<file path="config.mk">
export PLATFORM = sky130hd
export DESIGN_NAME = dds_sweep_ctrl
export DESIGN_NICKNAME = d
export VERILOG_FILES = /design/src/rtl/dds_sweep_pkg.sv /design/src/rtl/dds_dwell_timer.sv /design/src/rtl/dds_sweep_ctrl.sv
export SDC_FILE = /design/constraint.sdc
export NUM_CORES = 1
export LEC_CHECK = 0
export CORE_AREA = 3 3 135 267
export DETAILED_ROUTE_END_ITERATION = 12
export DIE_AREA = 0 0 138 270
export SLEW_MARGIN = 10
export SYNTH_ARGS = -nofsm -noshare
export SYNTH_HDL_FRONTEND = slang
export SYNTH_HIERARCHICAL = 1
export SYNTH_SLANG_ARGS = --single-unit
</file>
<file path="constraint.sdc">
create_clock -name CLK -period 7.55 [get_ports CLK]
set_input_delay 1.1325 -clock CLK [delete_from_list [all_inputs] [get_ports CLK]]
set_output_delay 1.1325 -clock CLK [all_outputs]
set_load 0.01 [all_outputs]
</file>
<file path="src/rtl/dds_sweep_pkg.sv">
// Shared types and default widths/addresses for the DDS sweep sequencer.
package dds_sweep_pkg;

  localparam int unsigned DEF_ACC_W = 28;
  localparam int unsigned DEF_CNT_W = 16;
  localparam int unsigned DEF_A_W   = 5;

  localparam logic [4:0] DEF_PINC_ADDR = 5'd0;
  localparam logic [4:0] DEF_POFF_ADDR = 5'd1;

  typedef enum logic [1:0] {
    S_IDLE,
    S_WR_POFF,
    S_WR_PINC,
    S_DWELL
  } sweep_state_t;

endpackage

</file>
<file path="src/rtl/dds_dwell_timer.sv">
// Loadable down-counter that measures the dwell time spent at each frequency.
module dds_dwell_timer
  import dds_sweep_pkg::*;
#(
  parameter int unsigned CNT_W = DEF_CNT_W
) (
  input  logic             i_clk,
  input  logic             i_rst,
  input  logic             i_load,
  input  logic [CNT_W-1:0] i_value,
  input  logic             i_en,
  output logic             o_zero_c
);

  logic [CNT_W-1:0] r_cnt;

  always_ff @(posedge i_clk) begin
    if (i_rst) begin
      r_cnt <= '0;
    end else if (i_load) begin
      r_cnt <= i_value;
    end else if (i_en && (r_cnt != '0)) begin
      r_cnt <= r_cnt - CNT_W'(1);
    end
  end

  assign o_zero_c = (r_cnt == '0);

endmodule

</file>
<file path="src/rtl/dds_sweep_ctrl.sv">
// Drives the DDS register-write bus to produce linear (optionally looping)
// frequency sweeps: one phase-offset write, then stepped phase-increment writes.
module dds_sweep_ctrl
  import dds_sweep_pkg::*;
#(
  parameter int unsigned    ACC_W     = DEF_ACC_W,
  parameter int unsigned    A_W       = DEF_A_W,
  parameter int unsigned    CNT_W     = DEF_CNT_W,
  parameter logic [A_W-1:0] PINC_ADDR = A_W'(DEF_PINC_ADDR),
  parameter logic [A_W-1:0] POFF_ADDR = A_W'(DEF_POFF_ADDR)
) (
  input  logic             CLK,
  input  logic             RST,
  input  logic             START,
  input  logic             STOP,
  input  logic             LOOP,
  input  logic [ACC_W-1:0] PHASE_INIT,
  input  logic [ACC_W-1:0] F_START,
  input  logic [ACC_W-1:0] F_STEP,
  input  logic [CNT_W-1:0] STEP_COUNT,
  input  logic [CNT_W-1:0] DWELL,
  output logic [ACC_W-1:0] DATA,
  output logic             WE,
  output logic [A_W-1:0]   A,
  output logic             BUSY,
  output logic             DONE,
  output logic [CNT_W-1:0] STEP_IDX
);

  sweep_state_t     r_state;
  logic [ACC_W-1:0] r_f_start;
  logic [ACC_W-1:0] r_f_step;
  logic [ACC_W-1:0] r_freq;
  logic [CNT_W-1:0] r_last_idx;
  logic [CNT_W-1:0] r_dwell_m1;
  logic             r_loop;
  logic [ACC_W-1:0] r_data;
  logic             r_we;
  logic [A_W-1:0]   r_a;
  logic             r_busy;
  logic             r_done;
  logic [CNT_W-1:0] r_step_idx;

  logic             w_zero;
  logic             w_timer_load;
  logic             w_timer_en;
  logic [ACC_W-1:0] w_freq_next;
  logic [CNT_W-1:0] w_n_m1;
  logic [CNT_W-1:0] w_d_m1;

  // Zero-valued count/dwell fields are treated as one.
  assign w_n_m1       = (STEP_COUNT == '0) ? '0 : STEP_COUNT - CNT_W'(1);
  assign w_d_m1       = (DWELL == '0) ? '0 : DWELL - CNT_W'(1);
  assign w_freq_next  = r_freq + r_f_step;
  assign w_timer_load = (r_state == S_WR_PINC);
  assign w_timer_en   = (r_state == S_DWELL);

  dds_dwell_timer #(
    .CNT_W (CNT_W)
  ) u_dwell_timer (
    .i_clk    (CLK),
    .i_rst    (RST),
    .i_load   (w_timer_load),
    .i_value  (r_dwell_m1),
    .i_en     (w_timer_en),
    .o_zero_c (w_zero)
  );

  always_ff @(posedge CLK) begin
    if (RST) begin
      r_state    <= S_IDLE;
      r_f_start  <= '0;
      r_f_step   <= '0;
      r_freq     <= '0;
      r_last_idx <= '0;
      r_dwell_m1 <= '0;
      r_loop     <= 1'b0;
      r_data     <= '0;
      r_we       <= 1'b0;
      r_a        <= '0;
      r_busy     <= 1'b0;
      r_done     <= 1'b0;
      r_step_idx <= '0;
    end else begin
      r_we   <= 1'b0;
      r_done <= 1'b0;
      // Abort: return to idle without touching the held DATA/A values.
      if (STOP && (r_state != S_IDLE)) begin
        r_state <= S_IDLE;
        r_busy  <= 1'b0;
      end else begin
        case (r_state)
          S_IDLE: begin
            if (START && !STOP) begin
              r_f_start  <= F_START;
              r_f_step   <= F_STEP;
              r_last_idx <= w_n_m1;
              r_dwell_m1 <= w_d_m1;
              r_loop     <= LOOP;
              r_data     <= PHASE_INIT;
              r_a        <= POFF_ADDR;
              r_we       <= 1'b1;
              r_busy     <= 1'b1;
              r_state    <= S_WR_POFF;
            end
          end
          S_WR_POFF: begin
            r_freq     <= r_f_start;
            r_data     <= r_f_start;
            r_a        <= PINC_ADDR;
            r_we       <= 1'b1;
            r_step_idx <= '0;
            r_state    <= S_WR_PINC;
          end
          S_WR_PINC: begin
            r_state <= S_DWELL;
          end
          S_DWELL: begin
            if (w_zero) begin
              if (r_step_idx < r_last_idx) begin
                r_freq     <= w_freq_next;
                r_data     <= w_freq_next;
                r_a        <= PINC_ADDR;
                r_we       <= 1'b1;
                r_step_idx <= r_step_idx + CNT_W'(1);
                r_state    <= S_WR_PINC;
              end else if (r_loop) begin
                r_freq     <= r_f_start;
                r_data     <= r_f_start;
                r_a        <= PINC_ADDR;
                r_we       <= 1'b1;
                r_step_idx <= '0;
                r_state    <= S_WR_PINC;
              end else begin
                r_busy  <= 1'b0;
                r_done  <= 1'b1;
                r_state <= S_IDLE;
              end
            end
          end
          default: r_state <= S_IDLE;
        endcase
      end
    end
  end

  assign DATA     = r_data;
  assign WE       = r_we;
  assign A        = r_a;
  assign BUSY     = r_busy;
  assign DONE     = r_done;
  assign STEP_IDX = r_step_idx;

endmodule
</file>
==> results of run 1 <==
## state kept, by name, summed over array words and instances (netlist names)
name,cells
A,1
BUSY,1
DATA,28
DONE,1
STEP_IDX,16
WE,1
r_dwell_m1,16
r_f_start,28
r_f_step,28
r_freq,28
r_last_idx,16
r_loop,1
r_state,2
u_dwell_timer/r_cnt,16
## metrics by stage
stage	hold WS (ns)	worst slack (ns)	power [W]
floorplan	0.432	4.36	0.00126
global placement	0.444	3.64	0.00141
detailed placement	0.454	3.55	0.00142
CTS	0.461	4.04	0.00240
global route	0.480	3.89	0.00247
finish	0.458	4.04	0.00237
## kinds of logic (layout without fill, tap and decap cells)
| family | after synthesis | in the layout | share of synthesized area |
|---|---|---|---|
| other | 1 | 4 | 0.000368 |
| buffers and inverters | 125 | 255 | 0.0517 |
| adder cells (fa/ha/maj) | 47 | 47 | 0.0585 |
| multiplexers | 14 | 14 | 0.0139 |
| AND/OR/NAND/NOR | 469 | 469 | 0.218 |
| AO/OA/AOI/OAI | 414 | 414 | 0.260 |
| XOR/XNOR | 43 | 43 | 0.0370 |
| flip-flops | 183 | 183 | 0.360 |
## routing by layer
metal,vias to the layer above,share of wire
met2,228,0.57
met4,2,0.041
li1,4895,-
met5,-,0.00038
met3,69,0.037
met1,4741,0.35
## cells in the final DEF, fill, tap and decap left out, types with 5 or more instances in the layout
cell type and instances:
nor2_1 103, nor4_1 7, a21oi_1 182, and3_1 26, xnor2_1 20, xor2_1 23, nand2_1 195, a2111oi_0 5
nand3_1 21, o21bai_1 5, inv_1 40, clkbuf_16 17, o211ai_1 7, clkdlybuf4s50_1 167, nand4b_1 7, a311oi_1 15
buf_4 15, o31ai_1 9, a21o_1 10, nand4_1 7, nor3_1 33, a211oi_1 15, a31oi_1 17, dfxtp_1 183
or4_1 12, o21ai_0 71, nand3b_1 8, a22oi_2 20, mux2i_1 13, and2_1 8, ha_1 46, a22oi_1 9
or3_1 8, nor2b_1 8
## final cells by class
cell class,instances,share of cell area
flip-flops and latches,183,0.286
inverters,42,0.0123
clock buffers,20,0.0357
clock inverters,11,0.0135
multi-input cells,991,0.470
repair buffers,182,0.139
well taps,441,0.0431
## worst reg2reg max path, stage by stage (launching register included)
cell and delay, ns:
dfxtp_1 0.37, nor4_1 0.58, and4bb_2 0.56, inv_1 0.07, a211o_1 0.36, a21o_2 0.53, o21ai_1 0.69, nor2_1 0.12
## power breakdown
part | internal, W | total (W) | switching (W)
registers | 0.00101 | 0.00104 | 0.0000309
logic | 0.000162 | 0.000355 | 0.000192
clock network | 0.000571 | 0.000975 | 0.000404
total | 0.00175 | 0.00237 | 0.000627
## worst paths after layout
path	startpoint	end	slack, ns	cells past startpoint
setup / recovery	STEP_COUNT[6]	r_last_idx[4]	4.04	8
hold reg to reg	r_last_idx[0]	r_last_idx[0]	0.46	2
hold / removal	r_last_idx[0]	r_last_idx[0]	0.46	2
setup reg to reg	u_dwell_timer/r_cnt[3]	STEP_IDX[0]	4.14	7
==> flow_summary.yaml, run 1 <==
outcome:
  outcome: "finished, final reports clean"
cts:
  postCtsSetupBuffers: 0
  cts_repair_resize_count: 0
  htreeDepth: 4
  cts_tree: "done"
  clock_sinks: 183
  ctsHoldBuffers: 0
  clock_latency_ns: 0.46
  cts_buffer_depth: 2
  numCtsBuffers: 17
  cts_root_buf: "clkbuf_16"
  clk_pin_slew_worst_paths_ns: 0.07
sta:
  hold_viol_final: 0
  fmax_ghz: 0.285
  period_needed_ns: 3.51
  slew_viol_final: 0
  tns_ns: 0
  setup_viol_count_final: 0
  rsz0062_at_grt: "no"
  clock-skew-final_ns: 0.00967
  finalCritPeriodShare: 0.465
  maxSlewHeadroom: 0.327
  worst_pin_slew_ns: 1.01
placed_design:
  dp.final_hpwl_um: 25000
  dpl.cell_count: 1839
  gp_congestion: 0.907
  post_dp_cell_area_um2: 12200
  io_buffers: 168
setup_path:
  critPathMaxStageDelay_ns: 0.61
  crit_path_end_kind: "flip-flop"
  cp.buffers_inverters: 1
  crit_path_max_fanout: 15
  slowest_stage: "or4_4"
  critical-path-top-delay-family: "simple AND/OR/NAND/NOR gates"
  critPathKind: "input pin to flip-flop"
  path_common_cell: "or4_4"
  startpoint_type: "input pin"
  cp_cell_sequence: "clkdlybuf4s50_1 -> or4_4 -> or4_4 -> nor3_2 -> nand2_1 -> o31a_1 -> a22oi_1 -> nor2_1"
  cp.required_ns: 7.88
  critPathArrivalTime_ns: 3.84
logic_synthesis:
  ys_top_cells_by_count: "nand2_1, a21oi_1, dfxtp_1"
  synth_edf_count: 0
  synth.largest_area_cell: "dfxtp_1"
  synth.most_common_cell: "nand2_1"
  yosys-top-cells-area: "dfxtp_1, a21oi_1, nand2_1"
  yosysWarningCount: 6
  synth_top_flop_cell: "dfxtp_1"
  synth.top_cell.area_share: 0.360
  ys_seq_area_frac: 0.360
  netlist_instances: 1296
  synth.avg_cell_area_um2: 7.86
  synth_async_sr_flop_share: 0
  netlist_area_um2: 10200
  synth_cell_types: 83
  synth-seq-cells: 183
pwr:
  ir_drop_mv: 0.150
  p_leak_nw: 4.77
  p_per_area_nw_per_um2: 185
routing:
  wl_per_cell_um: 18.2
  routed_wl_um: 34000
  viasPerCell: 5.31
  routed-via-count: 9935
  drtIter0Drc: 532
  first_pass_iters: 5
  ant_nets: 0
  drc: 0
global_routing:
  grt_max_degree: 59
  first_global_vias: 10200
  globalRouteOverflowTotal: 0
  grt_pass1_wl_um: 54200
  antenna_found_initial: 1
  top_usage_layer: "met2"
  grt_usage: 0.180
  grt_use_met3: 0.0347
  grtUsageMet2: 0.359
  groute.layer.met1.usage: 0.171
floorplan:
  die_area_um2: 37300
  io_pins: 173
  die_w_um: 138
  core_area_um2: 34400
  rows: 96
  initial_core_util: 0.296
  fp.dieH_um: 270
final_layout:
  final_cell_area_um2: 12800
  seqCellArea_um2: 3660
  area_growth_pct: 25.8
  final.fill_count: 3630
  multi_input_area_um2: 6020
  layout.nets: 1585
  drive_gt1_frac: 0.0637
  finalCoreUtilization: 0.373
  final_cells: 1870
  n_antenna_cell: 0
min_path:
  hold_class: "flip-flop to flip-flop"
flow_run:
  maxCapViolations: 0
Note: power is estimated with default switching activity, not from simulation.
==> run 2: changes to the inputs <==
==> constraint.sdc (replaced) <==
create_clock -name CLK -period 3.48 [get_ports CLK]
set_input_delay 0.522 -clock CLK [delete_from_list [all_inputs] [get_ports CLK]]
set_output_delay 0.522 -clock CLK [all_outputs]
set_load 0.01 [all_outputs]
==> flow_summary.yaml, run 2 (same netlist as run 1, synthesis figures left out) <==
setup_path:
  crit_path_max_fanout: 4
  crit_path_end_kind: "flip-flop"
  reg2reg_depth: 11
  critPathKind: "flip-flop to flip-flop"
  startpoint_type: "flip-flop"
  cp_cell_sequence: "ha_1 -> inv_1 -> fa_1 -> nor2b_1 -> o211ai_1 -> a2111oi_2 -> nor3_1 -> o21ai_0 -> buf_4 -> mux2i_1 -> a32o_1"
  critPathArrivalTime_ns: 3.38
  r2r_slack_ns: 0.51
  crit_cells: 11
  cp.buffers_inverters: 2
  critical-path-top-delay-family: "compound AO/OA/AOI/OAI gates"
  cp.required_ns: 3.89
  critPathMaxStageDelay_ns: 0.58
  slowest_stage: "a2111oi_2"
sta:
  slew_viol_final: 0
  worst_pin_slew_ns: 0.819
  finalCritPeriodShare: 0.854
  hold_viol_final: 0
  maxSlewHeadroom: 0.454
  fmax_ghz: 0.337
  tns_ns: 0
  rsz0062_at_grt: "no"
  period_needed_ns: 2.97
  clock-skew-final_ns: 0.0139
  setup_slack_ns: 0.509
  setup_viol_count_final: 0
pwr:
  p_leak_nw: 4.82
  power.total_w: 0.00504
  ir_drop_mv: 0.329
  p_per_area_nw_per_um2: 390
routing:
  first_pass_iters: 5
  drtIter0Drc: 608
  viasPerCell: 5.31
  routed-via-count: 10000
  ant_nets: 0
  wl_per_cell_um: 18.3
  routed_wl_um: 34600
  drc: 0
global_routing:
  grt_usage: 0.183
  globalRouteOverflowTotal: 0
  grt_pass1_wl_um: 54400
  antenna_found_initial: 2
  first_global_vias: 10100
  grt_max_degree: 59
final_layout:
  final_common_cell: "nand2_1"
  area_growth_pct: 26.8
  seqCellArea_um2: 3660
  finalCoreUtilization: 0.376
  multi_input_area_um2: 6020
  final.fill_count: 3618
  most-common-layout-cells: "nand2_1, dfxtp_1, a21oi_1"
  layout.nets: 1598
  final_cells: 1885
  drive_gt1_frac: 0.0721
min_path:
  hold_class: "flip-flop to flip-flop"
  worstHoldPathCells: 2
placed_design:
  io_buffers: 168
  dpl.cell_count: 1852
  gp_congestion: 0.910
  preCtsSetupSlack_ns: 0.135
  dp.final_hpwl_um: 25700
floorplan:
  fp.dieH_um: 270
  io_pins: 173
  initial_core_util: 0.296
  core_area_um2: 34400
  rows: 96
  die_w_um: 138
  die_area_um2: 37300
cts:
  ctsHoldBuffers: 0
  cts_repair_resize_count: 0
  clk_pin_slew_worst_paths_ns: 0.08
  clock_latency_ns: 0.46
  cts_tree: "done"
  postCtsSetupBuffers: 0
  htreeDepth: 4
  numCtsBuffers: 17
  clock_sinks: 183
  cts_buffer_depth: 2
  cts_root_buf: "clkbuf_16"
outcome:
  outcome: "finished, final reports clean"
flow_run:
  maxCapViolations: 0
-- run 2: power by group --
part	internal (W)	total (W)	switching [W]	leakage (nW)
Clock	0.00109	0.00199	0.000902	0.278
Sequential	0.00219	0.00226	0.0000666	1.49
Combinational	0.000365	0.000789	0.000423	3.05
Total	0.00365	0.00504	0.00139	4.82
-- run 2: layer usage --
metal | wire length (um) | GRT usage
met5 | 13 | 0
met4 | 1770 | 0.107
met3 | 1360 | 0.0331
met2 | 19600 | 0.362
met1 | 11900 | 0.170
-- run 2: cell type report --
cell class,instances,area share
inverters,42,0.0122
well taps,441,0.0427
diodes,1,0.000194
clock inverters,12,0.0109
clock buffers,20,0.0346
multi-input cells,991,0.466
repair buffers,195,0.150
flip-flops and latches,183,0.284
-- run 2: metrics by stage --
| stage | hold slack (ns) | instance area (um2) |
|---|---|---|
| finish | 0.453 | 12900 |
| global route | 0.471 | 12900 |
| CTS | 0.458 | 12900 |
| detailed placement | 0.448 | 12300 |
| global placement | 0.445 | 12300 |
| floorplan | 0.432 | 10200 |
-- run 2: worst paths after layout --
kind | start | end
min reg2reg | r_last_idx[1] | r_last_idx[1]
max | r_freq[0] | DATA[20]
min | r_last_idx[1] | r_last_idx[1]
max reg2reg | r_freq[0] | DATA[20]
-- run 2: tightest hold or removal path, cell delays in order (launching register included) --
cell	delay, ns
dfxtp_1	0.31
nand2_1	0.05
a21oi_1	0.05
==> run 3: changes to the inputs <==
--- a/config.mk
+++ b/config.mk
@@ -6,8 +6,10 @@
 export NUM_CORES = 1
 export LEC_CHECK = 0
 export CORE_AREA = 3 3 135 267
+export CTS_CLUSTER_SIZE = 20
 export DETAILED_ROUTE_END_ITERATION = 12
 export DIE_AREA = 0 0 138 270
+export HOLD_SLACK_MARGIN = 0.15
 export SLEW_MARGIN = 10
 export SYNTH_ARGS = -nofsm -noshare
 export SYNTH_HDL_FRONTEND = slang
==> results of run 3 <==
No change in the layout: final DEF, timing and power equal those of run 2.
==> edit (config.mk and constraints of run 2) <==
Change the package constant `DEF_ACC_W` from 28 to 42.
--- a/src/rtl/dds_sweep_pkg.sv
+++ b/src/rtl/dds_sweep_pkg.sv
@@ -1,7 +1,7 @@
 // Shared types and default widths/addresses for the DDS sweep sequencer.
 package dds_sweep_pkg;
 
-  localparam int unsigned DEF_ACC_W = 28;
+  localparam int unsigned DEF_ACC_W = 42;
   localparam int unsigned DEF_CNT_W = 16;
   localparam int unsigned DEF_A_W   = 5;
 
Ports: changed (resized DATA, F_START, F_STEP and PHASE_INIT); port bits go from 173 to 229. The function was not compared with the original's and may differ.
==> edit against run 2 <==
- sequential power up 31%
- wire length up 35%
- final area up 31%
- worst hold slack worse by 53 ps
- power up 39%
- fmax down 8.4%
- count of clock-buffer cells in the layout up 14
- non-clock buffer count up 68
- sequential cell count up 56
- area after synthesis up 31%
- setup slack worse by 270 ps
- largest power group unchanged
- highest routed layer is now met4
==> edit: results (changes against run 2) <==
cp_num_buf_inv: 1  # was 2
pwr.group.combinational_mw: 1.13  # was 0.789 mW
synthTopCellsByArea: "dfxtp_1, nand2_1, a21oi_1, ha_1, nor2_1"  # was dfxtp_1, a21oi_1, nand2_1, ha_1, nor2_1
hold-worst-slack_ps: 400  # was 453 ps
diodes: 0  # was 1
leakage_nw: 6.52  # was 4.82 nW
grt_pass1_vias: 13209  # was 10115
outcome: "complete, no violations"  # unchanged
final_cells: 2351  # was 1885
clock_sinks: 239  # was 183
muxShareOfSynthArea: 0.0205  # was 0.0139
slowest_stage: "o41ai_4"  # was a2111oi_2
nets: 2116  # was 1598
synth_fa_ha_area_frac: 0.0576  # was 0.0585
r2r_slack_ps: 240  # was 510 ps
synthesis.area_um2: 13400  # was 10200 um2
dp_hpwl_um: 34900  # was 25700 um
port_buffers: 224  # was 168
multi_input_area_um2: 7980  # was 6020 um2
track_usage: 0.238  # was 0.183
ctsHtreeMaxLevel: 1  # was 4
worst_r2r_startpoint: "r_f_step[0]"  # was r_freq[0]
n_clock_buffer: 34  # was 20
grt_pass1_wl_um: 72500  # was 54400 um
synthXorXnorAreaFrac: 0.0463  # was 0.0370
antenna_found_initial: 1  # was 2
vdd_drop_max_uv: 344  # was 329 uV
==> edit: cell count changes after synthesis, sizes merged, moves of 25 or more <==
cell / run 2 / this run
nand2: 195 / 305
nor2: 104 / 188
dfxtp: 183 / 239
a211oi: 15 / 46
a311oi: 15 / 43
o21ai: 78 / 51
a21oi: 184 / 209
==> edit: how the worst max path moves through the flow <==
| stage | endpoint | from | cells after the start |
|---|---|---|---|
| after floorplan | r_freq[11] | u_dwell_timer/r_cnt[7] | 12 |
| after global placement | r_freq[38] | STEP_IDX[15] | 10 |
| after detailed placement | r_freq[38] | STEP_IDX[15] | 10 |
| after CTS | r_freq[38] | STEP_IDX[15] | 10 |
| after global routing | DATA[16] | r_f_step[0] | 12 |
| final | DATA[16] | r_f_step[0] | 12 |
==> edit: routing by layer <==
metal	share of wire	up-vias	global-route usage
met1	0.36	6261	0.245
met5	0	-	0
met2	0.56	354	0.483
met4	0.034	0	0.0859
met3	0.042	77	0.0273
li1	-	6429	-
